===== src/rtl/alu_cmd_sequencer_pkg.sv =====
// Shared types and constants for the ALU command sequencer: FSM states,
// register-bank select codes, status-word layout and ALU command codes.
package alu_cmd_sequencer_pkg;

    typedef enum logic [2:0] {
        IDLE,
        WAIT_B,
        EXEC,
        WR_DATA,
        WR_CTRL,
        ERR
    } seq_state_t;

    localparam logic SEL_CTRL = 1'b0;
    localparam logic SEL_DATA = 1'b1;

    // status word layout: {pad, seq[7:0], 2'b0, zero, carry, cmd[3:0]}
    localparam int ST_CMD_LSB   = 0;
    localparam int ST_CARRY_BIT = 4;
    localparam int ST_ZERO_BIT  = 5;
    localparam int ST_SEQ_LSB   = 8;

    localparam logic [3:0] ALU_ADD = 4'd0;
    localparam logic [3:0] ALU_SUB = 4'd1;
    localparam logic [3:0] ALU_AND = 4'd2;
    localparam logic [3:0] ALU_OR  = 4'd3;
    localparam logic [3:0] ALU_XOR = 4'd4;
    localparam logic [3:0] ALU_NOT = 4'd5;
    localparam logic [3:0] ALU_SHL = 4'd6;
    localparam logic [3:0] ALU_SHR = 4'd7;
    localparam logic [3:0] ALU_INC = 4'd8;
    localparam logic [3:0] ALU_DEC = 4'd9;

    localparam int NUM_OPS = 10;

endpackage


===== src/rtl/alu_cmd_sequencer_if.sv =====
// ALU operand/result bus plus the req/ack register-bank write port.
// master = sequencer side, slave = ALU / register-bank side.
interface alu_cmd_sequencer_if #(
    parameter int N     = 8,
    parameter int REG_W = 32
);
    logic [N-1:0]     alu_a;
    logic [N-1:0]     alu_b;
    logic [3:0]       alu_ctrl;
    logic [N-1:0]     alu_result;
    logic             alu_carry;
    logic             wr_req;
    logic             wr_sel;
    logic [REG_W-1:0] wr_data;
    logic             wr_ack;

    modport master (
        output alu_a, alu_b, alu_ctrl, wr_req, wr_sel, wr_data,
        input  alu_result, alu_carry, wr_ack
    );

    modport slave (
        input  alu_a, alu_b, alu_ctrl, wr_req, wr_sel, wr_data,
        output alu_result, alu_carry, wr_ack
    );
endinterface


===== src/rtl/alu_cmd_sequencer_seq_timeout_counter.sv =====
// Loadable down-counter; expire flags terminal count while enabled.
// Used for both the ALU latency wait and the write-ack timeout.
module seq_timeout_counter #(
    parameter int W = 8
) (
    input  logic         clk,
    input  logic         rst,
    input  logic         load,
    input  logic         en,
    input  logic [W-1:0] load_val,
    output logic         expire
);
    logic [W-1:0] cnt_q, cnt_d;

    // load has priority; otherwise count down and hold at zero
    always_comb begin
        cnt_d = cnt_q;
        if (load) begin
            cnt_d = load_val;
        end else if (en && (cnt_q != '0)) begin
            cnt_d = cnt_q - W'(1);
        end
    end

    // count register
    always_ff @(posedge clk) begin
        if (rst) cnt_q <= '0;
        else     cnt_q <= cnt_d;
    end

    assign expire = en && (cnt_q == '0);
endmodule


===== src/rtl/alu_cmd_sequencer.sv =====
// ALU command sequencer: two button presses capture A then B+cmd, the ALU
// result is sampled after ALU_LAT cycles and written to the data bank, then a
// status word is written to the control bank.
// Optional feature macro ALU_SEQ_ACC_EN: sw_acc in IDLE reuses the previous
// result as operand A.
//
//  state   | meaning
//  IDLE    | waiting for operand A press
//  WAIT_B  | A captured, waiting for operand B + command press
//  EXEC    | operands on the ALU, waiting ALU_LAT cycles
//  WR_DATA | writing {carry,result} to the data bank
//  WR_CTRL | one idle cycle, then writing the status word to the control bank
//  ERR     | bad command or ack timeout, next press returns to IDLE
module alu_cmd_sequencer #(
    parameter int N       = 8,
    parameter int REG_W   = 32,
    parameter int ALU_LAT = 1,
    parameter int NUM_OPS = alu_cmd_sequencer_pkg::NUM_OPS,
    parameter int ACK_TO  = 255
) (
    input  logic                       clk,
    input  logic                       rst,
    input  logic                       btn_pulse,
    input  logic [N-1:0]               sw_data,
    input  logic [3:0]                 sw_cmd,
    input  logic                       sw_acc,
    alu_cmd_sequencer_if.master        bus,
    output logic                       busy,
    output logic                       err,
    output logic [7:0]                 seq_cnt
);
    import alu_cmd_sequencer_pkg::*;

    localparam int CNT_W = $clog2(((ACK_TO > ALU_LAT) ? ACK_TO : ALU_LAT) + 1);
    localparam logic [CNT_W-1:0] LAT_LOAD = CNT_W'(ALU_LAT - 1);
    localparam logic [CNT_W-1:0] ACK_LOAD = CNT_W'(ACK_TO - 1);

    seq_state_t       state_q, state_d;
    logic [N-1:0]     a_q, a_d, b_q, b_d;
    logic [3:0]       cmd_q, cmd_d;
    logic [N:0]       res_q, res_d;
    logic [7:0]       seq_cnt_q, seq_cnt_d;
    logic             gap_q, gap_d;
    logic             tmr_load, tmr_en, tmr_exp;
    logic [CNT_W-1:0] tmr_val;
    logic [REG_W-1:0] ctrl_word;
    logic [N-1:0]     a_src;

`ifdef ALU_SEQ_ACC_EN
    assign a_src = sw_acc ? res_q[N-1:0] : sw_data;
`else
    logic unused_sw_acc;
    assign unused_sw_acc = sw_acc;
    assign a_src = sw_data;
`endif

    seq_timeout_counter #(.W(CNT_W)) u_tmr (
        .clk      (clk),
        .rst      (rst),
        .load     (tmr_load),
        .en       (tmr_en),
        .load_val (tmr_val),
        .expire   (tmr_exp)
    );

    // next-state, operand capture and timer control
    always_comb begin
        state_d   = state_q;
        a_d       = a_q;
        b_d       = b_q;
        cmd_d     = cmd_q;
        res_d     = res_q;
        seq_cnt_d = seq_cnt_q;
        gap_d     = 1'b0;
        tmr_load  = 1'b0;
        tmr_en    = 1'b0;
        tmr_val   = '0;
        case (state_q)
            IDLE: if (btn_pulse) begin
                a_d     = a_src;
                state_d = WAIT_B;
            end
            WAIT_B: if (btn_pulse) begin
                b_d      = sw_data;
                cmd_d    = sw_cmd;
                tmr_load = 1'b1;
                tmr_val  = LAT_LOAD;
                state_d  = (int'(sw_cmd) >= NUM_OPS) ? ERR : EXEC;
            end
            EXEC: begin
                tmr_en = 1'b1;
                if (tmr_exp) begin
                    res_d    = {bus.alu_carry, bus.alu_result};
                    tmr_load = 1'b1;
                    tmr_val  = ACK_LOAD;
                    state_d  = WR_DATA;
                end
            end
            WR_DATA: begin
                tmr_en = 1'b1;
                if (bus.wr_ack) begin
                    gap_d    = 1'b1;
                    tmr_load = 1'b1;
                    tmr_val  = ACK_LOAD;
                    state_d  = WR_CTRL;
                end else if (tmr_exp) begin
                    state_d = ERR;
                end
            end
            WR_CTRL: if (!gap_q) begin
                tmr_en = 1'b1;
                if (bus.wr_ack) begin
                    seq_cnt_d = seq_cnt_q + 8'd1;
                    state_d   = IDLE;
                end else if (tmr_exp) begin
                    state_d = ERR;
                end
            end
            ERR: if (btn_pulse) state_d = IDLE;
            default: state_d = IDLE;
        endcase
    end

    // state and capture registers
    always_ff @(posedge clk) begin
        if (rst) begin
            state_q   <= IDLE;
            a_q       <= '0;
            b_q       <= '0;
            cmd_q     <= '0;
            res_q     <= '0;
            seq_cnt_q <= '0;
            gap_q     <= 1'b0;
        end else begin
            state_q   <= state_d;
            a_q       <= a_d;
            b_q       <= b_d;
            cmd_q     <= cmd_d;
            res_q     <= res_d;
            seq_cnt_q <= seq_cnt_d;
            gap_q     <= gap_d;
        end
    end

    // status word for the control bank
    always_comb begin
        ctrl_word                       = '0;
        ctrl_word[ST_CMD_LSB +: 4]      = cmd_q;
        ctrl_word[ST_CARRY_BIT]         = res_q[N];
        ctrl_word[ST_ZERO_BIT]          = (res_q[N-1:0] == '0);
        ctrl_word[ST_SEQ_LSB +: 8]      = seq_cnt_q + 8'd1;
    end

    // bus outputs decoded from the registered state
    always_comb begin
        bus.alu_a    = '0;
        bus.alu_b    = '0;
        bus.alu_ctrl = '0;
        bus.wr_req   = 1'b0;
        bus.wr_sel   = SEL_CTRL;
        bus.wr_data  = '0;
        if (state_q inside {EXEC, WR_DATA, WR_CTRL}) begin
            bus.alu_a    = a_q;
            bus.alu_b    = b_q;
            bus.alu_ctrl = cmd_q;
        end
        if (state_q == WR_DATA) begin
            bus.wr_req  = 1'b1;
            bus.wr_sel  = SEL_DATA;
            bus.wr_data = REG_W'(res_q);
        end
        if (state_q == WR_CTRL) begin
            bus.wr_req  = !gap_q;
            bus.wr_data = ctrl_word;
        end
    end

    assign busy    = state_q inside {EXEC, WR_DATA, WR_CTRL};
    assign err     = (state_q == ERR);
    assign seq_cnt = seq_cnt_q;
endmodule


===== src/flat_wrapper.sv =====
// flat-port wrapper written by rule: the top's interface ports become plain ports
module alu_cmd_sequencer_flat import alu_cmd_sequencer_pkg::*;
#(
    parameter int N       = 8,
    parameter int REG_W   = 32,
    parameter int ALU_LAT = 1,
    parameter int NUM_OPS = alu_cmd_sequencer_pkg::NUM_OPS,
    parameter int ACK_TO  = 255
)
  (clk, rst, btn_pulse, sw_data, sw_cmd, sw_acc, busy, err, seq_cnt, bus_alu_a, bus_alu_b, bus_alu_ctrl, bus_wr_req, bus_wr_sel, bus_wr_data, bus_alu_result, bus_alu_carry, bus_wr_ack);
  alu_cmd_sequencer_if #(.N(N), .REG_W(REG_W)) bus_i ();
  input  logic clk;
  input  logic rst;
  input  logic btn_pulse;
  input  logic [N-1:0] sw_data;
  input  logic [3:0] sw_cmd;
  input  logic sw_acc;
  output logic busy;
  output logic err;
  output logic [7:0] seq_cnt;
  output wire logic [$bits(bus_i.alu_a)-1:0] bus_alu_a;
  output wire logic [$bits(bus_i.alu_b)-1:0] bus_alu_b;
  output wire logic [$bits(bus_i.alu_ctrl)-1:0] bus_alu_ctrl;
  output wire logic [$bits(bus_i.wr_req)-1:0] bus_wr_req;
  output wire logic [$bits(bus_i.wr_sel)-1:0] bus_wr_sel;
  output wire logic [$bits(bus_i.wr_data)-1:0] bus_wr_data;
  input wire logic [$bits(bus_i.alu_result)-1:0] bus_alu_result;
  input wire logic [$bits(bus_i.alu_carry)-1:0] bus_alu_carry;
  input wire logic [$bits(bus_i.wr_ack)-1:0] bus_wr_ack;
  assign bus_alu_a = bus_i.alu_a;
  assign bus_alu_b = bus_i.alu_b;
  assign bus_alu_ctrl = bus_i.alu_ctrl;
  assign bus_wr_req = bus_i.wr_req;
  assign bus_wr_sel = bus_i.wr_sel;
  assign bus_wr_data = bus_i.wr_data;
  assign bus_i.alu_result = bus_alu_result;
  assign bus_i.alu_carry = bus_alu_carry;
  assign bus_i.wr_ack = bus_wr_ack;
  alu_cmd_sequencer #(.N(N), .REG_W(REG_W), .ALU_LAT(ALU_LAT), .NUM_OPS(NUM_OPS), .ACK_TO(ACK_TO)) u_core (.clk(clk), .rst(rst), .btn_pulse(btn_pulse), .sw_data(sw_data), .sw_cmd(sw_cmd), .sw_acc(sw_acc), .bus(bus_i), .busy(busy), .err(err), .seq_cnt(seq_cnt));
endmodule

===== config.mk =====
export PLATFORM = sky130hd
export DESIGN_NAME = alu_cmd_sequencer_flat
export DESIGN_NICKNAME = d
export VERILOG_FILES = /design/src/rtl/alu_cmd_sequencer_pkg.sv /design/src/rtl/alu_cmd_sequencer_if.sv /design/src/rtl/alu_cmd_sequencer_seq_timeout_counter.sv /design/src/rtl/alu_cmd_sequencer.sv /design/src/flat_wrapper.sv
export SDC_FILE = /design/constraint.sdc
export NUM_CORES = 1
export LEC_CHECK = 0
export BUFFER_PORTS_ARGS = -buffer_cell sky130_fd_sc_hd__buf_2
export CAP_MARGIN = 20
export CORE_MARGIN = 2
export CORE_UTILIZATION = 50
export CTS_CLUSTER_SIZE = 12
export DETAILED_ROUTE_END_ITERATION = 12
export HOLD_SLACK_MARGIN = 0.02
export PLACE_DENSITY = 0.85
export SLEW_MARGIN = 10
export SYNTH_ARGS = -nofsm -noshare
export SYNTH_HDL_FRONTEND = slang
export SYNTH_SLANG_ARGS = --single-unit
export TNS_END_PERCENT = 30

===== constraint.sdc =====
create_clock -name clk -period 2.08 [get_ports clk]
set_input_delay 0.104 -clock clk [delete_from_list [all_inputs] [get_ports clk]]
set_output_delay 0.104 -clock clk [all_outputs]
set_load 0.05 [all_outputs]

==> Yosys cells after proc, flatten, opt, wreduce, memory -nomap -nowiden <==
Index checks and enable logic that the tools add are counted.
{ "op_classes": {"n_reduce_logical": 16, "n_addsub": 2, "n_eq_ne": 10, "n_mux": 28, "bitwise_logic": 2, "order_cmp": 1} }
{ "op_table": {"columns": ["operator", "n"], "rows": [
  ["8-bit two-way mux", 6],
  ["3-bit two-way mux", 9],
  ["3-bit one-hot mux with 6 select lines", 1],
  ["8-bit zero test", 2],
  ["16-bit two-way mux", 1],
  ["8-bit one-hot mux with 2 select lines", 1],
  ["9-bit two-way mux", 1],
  ["8-bit by 1-bit adder with 8-bit output, second input constant", 1],
  ["2-bit inequality test, second input constant", 4],
  ["8-bit nonzero test", 1],
  ["8-bit by 1-bit subtractor with 8-bit output, second input constant", 1],
  ["3-bit by 2-bit equality test with 1-bit output, second input constant", 2],
  ["3-bit equality test, second input constant", 2],
  ["1-bit two-way mux", 6],
  ["2-bit AND reduction", 3],
  ["5-bit AND reduction", 1],
  ["4-bit >= comparator, second input constant", 1],
  ["4-bit two-way mux", 1],
  ["2-bit OR reduction", 2],
  ["3-bit by 1-bit equality test with 1-bit output, second input constant", 1],
  ["3-bit zero test", 1],
  ["1-bit one-hot mux with 3 select lines", 1],
  ["3-bit AND reduction", 1],
  ["3-bit nonzero test", 1],
  ["6 further kinds", 8]
]} }
{ "totals": {"word_cells": 67, "ff_bits": 49} }

==> Logic depth before layout (Yosys ltp) <==
{ "depth": {"ltp_word": 8, "mapped_depth": 7, "mapped_depth_nobuf": 7} }

==> Hierarchy <==
A second synthesis with hierarchy kept.
{ "hier_totals": {"cells_unflattened": 351, "hier_area_um2": 2696.3} }
{ "by_module_without_submodules": {"columns": ["mod", "cells_each", "area_per_inst_um2", "seq_area_each_um2", "instances"], "rows": [
  ["alu_cmd_sequencer", 287, 2172.1, 820.8, 1],
  ["seq_timeout_counter", 64, 524.3, 160.2, 1]
]} }

==> Least setup slack after synthesis <==
No wires, ideal clock.
{ "synth_timing": {"path_type": "reg2out", "startpoint": "register u_core.seq_cnt_q[0] (netlist: u_core.seq_cnt[0])", "endpoint": "output bus_wr_data[15]", "arrival_ns": 2.129, "path_stages_with_launch": 6, "slack_ns": -0.153, "path_cell_list": "dfxtp_1 -> and3_1 -> and3_1 -> nand3_1 -> xor2_1 -> nor2_1"} }
{ "synth_between": {"elab_chain_cells": 2} }
{ "synth_rtl": {"columns": ["item", "line", "rtl"], "rows": [
  ["start, declared", "alu_cmd_sequencer.sv:42", "logic [7:0] seq_cnt_q, seq_cnt_d;"],
  ["start signal, assigned", "alu_cmd_sequencer.sv:140", "seq_cnt_q <= seq_cnt_d;"],
  ["8-bit by 1-bit adder with 8-bit output", "alu_cmd_sequencer.sv:151", "ctrl_word[ST_SEQ_LSB +: 8] = seq_cnt_q + 8'd1;"],
  ["16-bit two-way mux", "alu_cmd_sequencer.sv:172", "if (state_q == WR_CTRL) begin"],
  ["end, declared", "flat_wrapper.sv:26", "output wire logic [$bits(bus_i.wr_data)-1:0] bus_wr_data;"]
]} }
Every way passes these cells.

==> Worst setup path after layout <==
{ "layout_timing": {"startpoint": "register u_core.seq_cnt_q[2] (netlist: u_core.seq_cnt[2])", "endpoint": "output bus_wr_data[15]"} }
Same word-level chain as after synthesis.

==> metrics.md <==
| Metric | Value |
|---|---|
| Outcome | finished, final reports clean |
| Worst Hold Class | primary input to register |
| CTS root buffer | clkbuf_8 |
| Clk slew on worst S/H paths | 0.09 ns |
| Final core occ | 0.620 |
| Vias per cell | 5.24 |
| Max stage delay on crit path | 0.43 ns |
| Pre-Repair DR Iteration Count | 7 |
| FP Rows | 26 |
| Netlist cell types | 48 |
| Syn avg cell area | 7.88 um^2 |
| Die area | 5940 um^2 |
| Final setup fails | 0 |
| Antenna cells | 0 |
| EDFF count, synth | 0 |
| Yosys top cell by area | dfxtp_1 |
| Final Non-Filler Cells | 481 |
| Skew final | 0.00424 ns |
| Routed length per instance | 13.0 um |
| R2r setup slk | 0.15 ns |
| Fraction of layout cells with a size suffix above 1 | 0.263 |
| Tot Pwr | 3.83 mW |
| Register area share after synthesis | 0.367 |
| Clock Latency Late Sink | 0.30 ns |
| Placed Cells | 473 |
| Synth warnings | 0 |
| Final Cell Area | 3190 um^2 |
| CP cell instances | and3_1 -> and3_1 -> nand3_1 -> xor2_1 -> nor2_2 -> clkbuf_4 |
| Placer congestion estimate | 0.842 |
| Mapped Area | 2670 um^2 |
| DRC violations left | 0 |
| Delay-heaviest family, CP | simple AND/OR/NAND/NOR gates |
| Post-Synthesis Cells | 339 |
| Max Clk Rate | 516 MHz |
| Worst-case clock buffer depth | 2 |
| NumNets Final | 439 |
| Layout area overhead | 19.4% |
| Final Hold Viols | 0 |
| Crit end category | primary output |
| # H-tree levels | 2 |
| Top-area cell type share of the netlist area | 0.367 |
| Ys flop type | dfxtp_1 |
| Worst vdd ir | 0.617 mV |
| Grt ovf | 0 |
| Die Ht | 77.1 um |
| Drt total wl | 6.26 mm |
| Area of the core | 5140 um^2 |
| Critical path peak fanout | 5 |
| CP Launch Type | register |
| CTS Hold Buffers Added | 0 |
| Port bufs | 72 |
| Async SR Flop Fraction | 0 |
| Io pins | 90 |
| WP data required | 1.98 ns |
| Crit path buf inv count | 1 |
| Final hold slack | 0.0426 ns |
| Largest net degree at the start of global routing | 29 |
| Starting DRT DRC Count | 165 |
| Initial antenna violation count | 0 |
| Slowest-stage cell, CP | dfxtp_1 |
| Final antenna-violating net count | 0 |
| Vias in the first global route | 2323 |
| CTS Buf Count | 5 |
| First-pass GRT wire length | 10.3 mm |
| Area post-placement | 3060 um^2 |
| Die Wd | 77.1 um |
| Tcrit/Tclk final | 0.932 |
| CTS tree | yes |
| Final HPWL DP | 4.43 mm |
| Top-count cell post-synth | nand2_1 |
| Most frequent cells after synthesis | nand2_1, dfxtp_1, a21oi_1 |
| Final worst path period need | 1.94 ns |
| Crit path top cell by count | and3_1 |
| Arrival time at the worst endpoint | 1.83 ns |
| TritonCTS Sinks | 49 |
| Most area-consuming cells after synthesis | dfxtp_1, nand2_1, a21oi_1 |
| GRT Total Usage | 0.211 |
| #FFs+latches synth | 49 |
| Final slew viol count | 0 |
| Crit Path Class | register to primary output |
| Via count | 2520 |
| Pwr/cell area | 1200 nW/um^2 |
| Leak pwr | 1.38 nW |
| Maxcap violations | 0 |
| Initial Utilization | 0.520 |
==> placed cells by master (no fill, tap or decap), types with 3 or more instances in the layout <==
cell	count
buf_2	71
nand2_1	59
dfxtp_1	47
a21oi_1	36
nor2_1	31
nor2b_1	20
conb_1	16
nand3_1	12
buf_4	10
and3_1	7
xnor2_1	7
xor2_1	7
clkbuf_8	6
nand2b_1	5
o21ai_0	5
nor3_1	5
a22o_1	5
a311oi_1	5
inv_1	4
and2_1	4
o2bb2ai_1	4
o21a_1	3
ha_1	3
==> registers in the layout, indices dropped and copies added (netlist names) <==
| signal | flops |
|---|---|
| u_core.state_q | 3 |
| u_core.res_q | 9 |
| u_core.seq_cnt | 8 |
| u_core.gap_q | 1 |
| u_core.u_tmr.cnt_q | 8 |
| u_core.a_q | 8 |
| u_core.cmd_q | 4 |
| u_core.b_q | 8 |
==> worst register-to-register path: cells and delay by family, from the launching register on <==
| family | cells | cell delay, ns |
|---|---|---|
| and+or+nand+nor | 1 | 0.51 |
| AOI/OAI and AO/OA | 4 | 0.69 |
| adders and majority gates | 1 | 0.18 |
| DFF | 1 | 0.36 |
| buffers and inverters | 1 | 0.10 |
==> power by group <==
group          internal, mW  switching [mW]
combinational         0.698            1.16
sequential             1.09           0.183
clock                 0.392           0.300
total                  2.18            1.65
==> path summary, 6_finish.rpt <==
check | startpoint | endpoint | cells after the start
hold reg to reg | u_core.b_q[1] | u_core.b_q[1] | 2
setup / recovery | u_core.seq_cnt[2] | bus_wr_data[15] | 6
setup reg to reg | u_core.u_tmr.cnt_q[1] | u_core.u_tmr.cnt_q[6] | 7
hold / removal | sw_data[2] | u_core.a_q[2] | 3
==> cell type report <==
cell class              count  area [um^2]
well taps                  70         87.6
fillers                   490         1950
flip-flops and latches     49          983
clock inverters             1         30.0
inverters                   5         18.8
multi-input cells         267         1550
clock buffers               7         86.3
repair buffers             82          438
==> cell families (layout without fill, tap and decap cells) <==
family | Yosys count | count (layout) | share of synthesized area
fa+ha+maj | 3 | 3 | 0.0141
other cells | 1 | 16 | 0.00140
compound gates | 69 | 69 | 0.176
buf+inv | 38 | 95 | 0.0792
simple gates | 163 | 163 | 0.309
flops | 49 | 49 | 0.367
xor+xnor | 14 | 14 | 0.0459
mux | 2 | 2 | 0.00749
==> metal layers <==
metal,wire length [um],up-vias,GRT usage
met2,2990,92,0.367
met5,0,-,0
met1,2710,1158,0.258
met3,492,6,0.0506
li1,-,1264,-
met4,64,0,0.0679
==> per-stage QoR <==
step                      setup TNS, ns  setup slack [ns]
after floorplan                  -0.217            -0.106
after global placement                0             0.200
after detailed placement              0             0.161
after CTS                             0            0.0190
after global routing           -0.00113          -0.00113
final                                 0             0.142
==> what timing repair did <==
item	CTS	global route
setup endpoints to repair	0	33
buffers inserted	0	0
resized for setup	0	6
No activity file was read; power rests on OpenSTA's default activity.
